`config.mk`:
```
export PLATFORM = sky130hd
export DESIGN_NAME = router_pkt_source
export DESIGN_NICKNAME = d
export VERILOG_FILES = /design/src/rtl/router_pkt_source.sv
export SDC_FILE = /design/constraint.sdc
export NUM_CORES = 1
export LEC_CHECK = 0
export CORE_AREA = 2 2 296 225
export DETAILED_ROUTE_END_ITERATION = 12
export DIE_AREA = 0 0 298 227
export HOLD_SLACK_MARGIN = 0.1
export PLACE_DENSITY_LB_ADDON = 0.25
export SLEW_MARGIN = 20
export SYNTH_ARGS = -nofsm -noshare
export SYNTH_HDL_FRONTEND = slang
export SYNTH_SLANG_ARGS = --single-unit
export TNS_END_PERCENT = 30
```
`constraint.sdc`:
```
create_clock -name clk -period 3.15 [get_ports clk]
set_clock_uncertainty 0.1 [all_clocks]
set_input_delay 0.7875 -clock clk [delete_from_list [all_inputs] [get_ports clk]]
set_output_delay 0.7875 -clock clk [all_outputs]
set_load 0.01 [all_outputs]
```
`src/rtl/router_pkt_source.sv`:
```
// Router ingress packet source: buffers a request's payload, then streams
// header, payload and even XOR parity to the router with no gaps, honoring busy.
module router_pkt_source #(
  parameter int MAX_LEN    = 63,
  parameter int GAP_CYCLES = 2
) (
  input  logic       clk,
  input  logic       resetn,
  input  logic       start,
  input  logic [1:0] dest,
  input  logic [5:0] len,
  input  logic       inject_err,
  output logic       start_ready,
  input  logic [7:0] pay_data,
  input  logic       pay_valid,
  output logic       pay_ready,
  input  logic       busy,
  output logic [7:0] data_out,
  output logic       packet_valid,
  output logic       tx_active,
  output logic       done,
  output logic       bad_req,
  output logic [2:0] state_dbg_o
);

  // Handshakes: a request transfers on a rising edge with start && start_ready,
  // a payload byte on pay_valid && pay_ready, and an output byte when busy=0
  // while tx_active=1; an untransferred item is held unchanged.
  typedef enum logic [2:0] {
    S_IDLE, S_LOAD, S_HEADER, S_PAYLOAD, S_PARITY, S_GAP
  } state_t;

  localparam logic [6:0] MAX_L    = 7'(MAX_LEN);
  localparam logic [7:0] GAP_LAST = 8'(GAP_CYCLES - 1);

  state_t     state_q;
  logic [1:0] dest_q;
  logic [5:0] len_q;
  logic       inj_q;
  logic [5:0] wr_q;
  logic [5:0] rd_q;
  logic [7:0] par_q;
  logic [7:0] gap_q;
  logic       bad_q;
  logic [7:0] mem_q [MAX_LEN];

  logic req_bad;
  logic write_en;
  logic last_wr;
  logic last_rd;

  assign req_bad  = (dest == 2'd3) || ({1'b0, len} > MAX_L);
  assign write_en = (state_q == S_LOAD) && pay_valid;
  assign last_wr  = (wr_q == len_q - 6'd1);
  assign last_rd  = (rd_q == len_q - 6'd1);

  always_ff @(posedge clk) begin
    if (!resetn) begin
      state_q <= S_IDLE;
      dest_q  <= 2'd0;
      len_q   <= 6'd0;
      inj_q   <= 1'b0;
      wr_q    <= 6'd0;
      rd_q    <= 6'd0;
      par_q   <= 8'd0;
      gap_q   <= 8'd0;
      bad_q   <= 1'b0;
    end else begin
      bad_q <= 1'b0;
      case (state_q)
        S_IDLE: begin
          if (start) begin
            if (req_bad) begin
              bad_q <= 1'b1;
            end else begin
              dest_q  <= dest;
              len_q   <= len;
              inj_q   <= inject_err;
              par_q   <= {len, dest};
              wr_q    <= 6'd0;
              rd_q    <= 6'd0;
              state_q <= (len == 6'd0) ? S_HEADER : S_LOAD;
            end
          end
        end
        S_LOAD: begin
          if (pay_valid) begin
            par_q <= par_q ^ pay_data;
            wr_q  <= wr_q + 6'd1;
            if (last_wr) state_q <= S_HEADER;
          end
        end
        S_HEADER: begin
          if (!busy) begin
            rd_q    <= 6'd0;
            state_q <= (len_q == 6'd0) ? S_PARITY : S_PAYLOAD;
          end
        end
        S_PAYLOAD: begin
          if (!busy) begin
            if (last_rd) state_q <= S_PARITY;
            else         rd_q    <= rd_q + 6'd1;
          end
        end
        S_PARITY: begin
          if (!busy) begin
            gap_q   <= 8'd0;
            state_q <= S_GAP;
          end
        end
        S_GAP: begin
          if (gap_q == GAP_LAST) state_q <= S_IDLE;
          else                   gap_q   <= gap_q + 8'd1;
        end
        default: state_q <= S_IDLE;
      endcase
    end
  end

  // Buffer contents are don't-care after reset, so the array is not reset.
  always_ff @(posedge clk) begin
    if (write_en) mem_q[wr_q] <= pay_data;
  end

  always_comb begin
    data_out = 8'd0;
    case (state_q)
      S_HEADER:  data_out = {len_q, dest_q};
      S_PAYLOAD: data_out = mem_q[rd_q];
      S_PARITY:  data_out = par_q ^ {7'b0, inj_q};
      default:   data_out = 8'd0;
    endcase
  end

  assign start_ready  = (state_q == S_IDLE);
  assign pay_ready    = (state_q == S_LOAD);
  assign packet_valid = (state_q == S_HEADER) || (state_q == S_PAYLOAD);
  assign tx_active    = packet_valid || (state_q == S_PARITY);
  assign done         = (state_q == S_GAP) && (gap_q == 8'd0);
  assign bad_req      = bad_q;
  assign state_dbg_o  = state_q;

endmodule

```
Word-level counts from Yosys, hierarchy flattened
Memories as Yosys holds them, arrays and structs flattened. A register that Yosys moved wholly into a read port is not among the register bits.
Cells that the tools add are included.
Word-level totals
  register bits after elaboration: 41
  bits in writable memories: 504
  input port bits: 22
  output and inout bits: 17
  logic and storage cells: 87
  memories: 1
Memories
  mem_q: words 63, bits a word 8, rd ports 1, clocked after memory_dff 1, wr ports 1, RTL line 45  | logic [7:0] mem_q [MAX_LEN];
Operators by class
  $add $sub $neg: 4
  eq/ne operators: 20
  multiplexer cells: 33
  bitwise gates (word level): 3
  reduce and logical (&&, ||, !) cells: 17
Operators by type and width (count)
  two-way mux 6 bit: 8
  two-way mux 8 bit: 5
  one-hot mux 8 bit (2 select lines): 2
  two-way mux 3 bit: 10
  one-hot mux 8 bit (3 select lines): 1
  != test 2 bit (second input constant): 10
  one-hot mux 3 bit (6 select lines): 1
  one-hot mux 6 bit (3 select lines): 1
  adder 6 x 1 -> 6 bit (second input constant): 2
  == test 6 bit: 2
  logical NOT 6 bit: 2
  one-hot mux 6 bit (2 select lines): 1
  AND reduction 3 bit: 3
  AND reduction 9 bit: 1
  adder 8 x 1 -> 8 bit (second input constant): 1
  == test 8 x 1 -> 1 bit (second input constant): 1
  logical NOT 8 bit: 1
  XOR 8 x 1 -> 8 bit: 1
  XOR 8 bit: 1
  == test 3 x 2 -> 1 bit (second input constant): 2
  == test 3 bit (second input constant): 2
  AND reduction 6 bit: 1
  subtractor 6 x 1 -> 6 bit (second input constant): 1
  AND reduction 4 bit: 1
  other kinds (11): 16

Logic depth before layout (Yosys ltp)
  depth in word-level cells: 7
  depth in mapped cells: 10
  mapped depth without buffers: 8

Least setup slack after synthesis
Ideal clock, no wire load.
  kind: reg2out
  from: register (tool-made name)
  to: output data_out[2]
  data arrival time: 2.063 ns
  data required time: 2.263 ns
  slack: 0.200 ns
  stages on the path, launching flop included: 8
  path buffers: 3
  cell sequence: dfxtp_1 -> buf_6 -> buf_2 -> buf_4 -> mux4_2 -> mux2_2 -> o2111ai_1 -> nand2_1
RTL lines
  end: declaration: RTL line 18  | output logic [7:0] data_out,

==> summary.md <==
| Metric | Value |
|---|---|
| Nets | `between 1000 and 1500` |
| Total design power | `~15000 uW` |
| Sequential cell fraction of total power | `54.1%` |
| Detailed router's first-iteration violation count | `approximately 1400` |
| Total Die Area | `between 0.06 and 0.07 mm2` |
| Boundary pin count | `39` |
| Top achievable clock speed | `between 200 and 250 MHz` |
| Average instance area after synthesis | `between 15 and 20 um2` |
| Total global-route track usage | `~18%` |
| CTS H-tree lvls | `2` |
| Synthesis Warnings | `0` |
| Root Buffer | `clkbuf_16` |
| Pins Over Slew Limit | `0` |
| Placeable core region | `between 0.06 and 0.07 mm2` |
| Startpoint of the worst register-to-register path | `len_q[1]$_SDFFE_PN0P_` |
| Initial core utilization | `34.73%` |
| Number of antenna violations at the first check in global routing | `1` |
| Violations in the final reports | `setup timing` |
| Site row count | `a little over 80` |
| Worst-path clk slew | `about 0.060 ns` |
| PwrDens | `542.4 mW/mm2` |
| Number of inserted diodes | `0` |
| Fraction of post-synthesis cell area in the top cell type by area | `between 60% and 70%` |
| Period Utilization, post-route | `127.6%` |
| Part of the total power dissipated in the clock network | `about 42%` |
| Most common cell after layout, fill and taps aside | `edfxtp_1` |
| Pre-CTS worst setup slack | `-0.5763 ns` |
| Final Routed Wirelength | `60050 um` |
| Transition time of the tightest slew-check pin | `0.7504 ns` |
| Layout Utilization | `42.26%` |
| Max cap viols | `0` |
| DP HPWL | `39330 um` |
| Via count of the first global-routing pass | `12144` |
| CP max FO | `7` |
| Gate count of the mapped netlist | `around 1200` |
| First-pass GRT wire length | `slightly below 90000 um` |
| Type of element capturing the critical path | `primary output` |
| Data required time of the critical path | `2.26 ns` |
| Min-Delay Path Class | `reg -> reg` |
| Inserted Clock Buffers | `54` |
| Fraction of layout cells with a size suffix above 1 | `roughly 32%` |
| Total via count in the routed design | `12437` |
| Rel. slew slack | `between 40% and 50%` |
| Count of different cell masters after synthesis | `71` |
| Cell Int Power | `approximately 12000 uW` |
| Number of buffers added on ports | `38` |
| Max VDD drop | `between 0.3 and 0.4 mV` |
| CTS sink count | `roughly 550` |
| Largest net degree at the start of global routing | `between 40 and 50` |
| Total Negative Setup Slacks | `-6.196 ns` |
| Average vias per placed instance | `about 5.2` |
| Result of the run | `finished, violations left` |
| Highest-count cells in the layout ignoring fill and taps | `edfxtp_1, buf_4, mux4_2` |
| Area contributors post-synth | `edfxtp_1, mux4_2, dfxtp_1` |
| Worst setup slack after layout | `-0.8693 ns` |
| CTS tree | `built` |
| Final global-route overflow total | `0` |
| Data arrival time at the worst-slack endpoint | `about 3.1 ns` |
| Final weighted congestion in routability-driven placement | `0.7904` |
| Residual DRC count | `0` |
| Final ANT Viol Nets | `0` |
| Number of optimization iterations in the first detailed-route pass | `7` |
| Worst setup SP type | `register` |
| Most instantiated flip-flop cell in the synthesis netlist | `edfxtp_1` |
| Startpoint of the tightest hold check path | `dest_q[1]$_SDFFE_PN0P_` |
| Net Switching | `between 3000 and 4000 uW` |
| Number of buffers inserted by hold repair at cts | `0` |
| Comb power frac | `under 10%` |
| Horizontal extent of the die | `just under 300 um` |
| Post-synthesis cell area | `roughly 0.022 mm2` |
| Routed WL per cell | `around 25 um` |
| RSZ-0062 raised after global routing | `yes` |
| Switching share of total power | `roughly a fifth` |
| Fraction of the yosys area taken by sequential cells | `between 70% and 80%` |
| Flop and latch count out of synthesis | `between 500 and 600` |
| Worst-case hold slack | `roughly 0.44 ns` |
| Share of synthesized registers carrying an async set or reset | `0%` |
| Post-synthesis cell type with the largest combined area | `edfxtp_1` |
| Final setup violation count | `8` |
| Die Height | `~230 um` |
| Post-route minimum period | `around 4 ns` |
| Post-Syn Nets | `between 1000 and 1500` |
| CTS Buffer Depth | `3` |
| Final hold violation count | `0` |
| Latest clock arrival within the worst-skew pair | `0.61 ns` |
| Area growth from synthesis to final layout | `21.70%` |
| Setup CP Type | `reg -> out` |
| Leakage Power | `0.008728 uW` |
| Number of flops mapped to enable cells by yosys | `a little over 500` |
-- stage by stage --
stage               instances  area (um2)
floorplan                1224       22450
global placement         2247       25120
detailed placement       2247       25120
CTS                      2368       27270
global route             2375       27330
finish                   2375       27330
-- flip-flops by register name (all words and copies together), names as in the netlist, 2 cells and up, named ones only --
signal       count
mem_q          504
len_q            6
gap_q            8
dest_q           2
par_q            8
state_dbg_o      3
rd_q             6
wr_q             6
-- kinds of logic after synthesis --
logic type | Yosys count | share of synthesized area [%]
compound gates | 135 | 4.151
buf+inv | 85 | 1.856
fa+ha+maj | 7 | 0.3900
simple gates | 248 | 5.399
mux | 174 | 15.64
xor+xnor | 24 | 0.9696
flops | 551 | 71.59
-- synth_stat cells (5+ instances only) --
library cell / instances
inv_1: 15
ha_1: 7
and2_1: 9
clkbuf_1: 27
buf_2: 14
nand3_1: 13
nor2b_1: 15
nand3b_1: 5
a21oi_1: 20
dfxtp_1: 47
nand2_1: 47
nor2_1: 100
o21ai_0: 25
nand4_1: 7
a31oi_1: 6
nor3_1: 12
mux2_2: 5
nor3b_1: 11
xnor2_1: 9
o211ai_1: 11
and3_1: 5
xor2_1: 14
buf_1: 11
o21ai_1: 17
mux2i_1: 28
a22oi_1: 12
edfxtp_1: 504
buf_4: 13
mux4_2: 141
-- path summary, 6_finish.rpt --
path                             to  slack [ns]  depth (start not counted)
min          dest_q[1]$_SDFFE_PN0P_        0.44                          2
min reg2reg  dest_q[1]$_SDFFE_PN0P_        0.44                          2
max                     data_out[5]       -0.87                          8
max reg2reg                register        0.48                          7
-- critical path, stage by stage (launching register included) --
cell and delay, ns:
dfxtp_4 0.40, buf_12 0.18, buf_12 0.15, buf_6 0.10
mux4_2 0.54, mux4_2 0.54, a22oi_2 0.21, o211ai_1 0.19
buf_2 0.19
-- cell type report --
| cell class | count | area, um2 |
|---|---|---|
| Fill cell | 5783 | 37330 |
| Sequential cell | 551 | 16090 |
| Multi-Input combinational cell | 588 | 6090 |
| Timing Repair Buffer | 251 | 2336 |
| Clock buffer | 73 | 1423 |
| Tap cell | 871 | 1090 |
| Clock inverter | 26 | 246.5 |
| Inverter | 15 | 56.30 |
-- routing by layer --
metal / vias to the layer above / share of wire (%) / track usage [%]
li1: 5432 / - / -
met1: 6539 / 49 / 27.86
met2: 406 / 42 / 25.47
met3: 60 / 7.4 / 3.989
met4: 0 / 1.5 / 3.550
met5: - / 0 / 0
-- repair_timing --
action | 4_1_cts | 5_1_grt
buffers inserted | 17 | 9
gates cloned | 5 | 1
endpoints found under the setup margin | 9 | 9
pin swaps | 13 | 9
hold endpoints to repair | 0 | 0
resized for setup | 82 | 11
-- power by group through the flow --
stage               clock network, uW  registers [uW]  logic [uW]
floorplan                           0            8180         250
global placement                    0            8180         533
detailed placement                  0            8180         543
CTS                              6370            8020         549
global route                     6660            8020         603
finish                           6250            8030         548
Power figures use the tool's default switching activity.
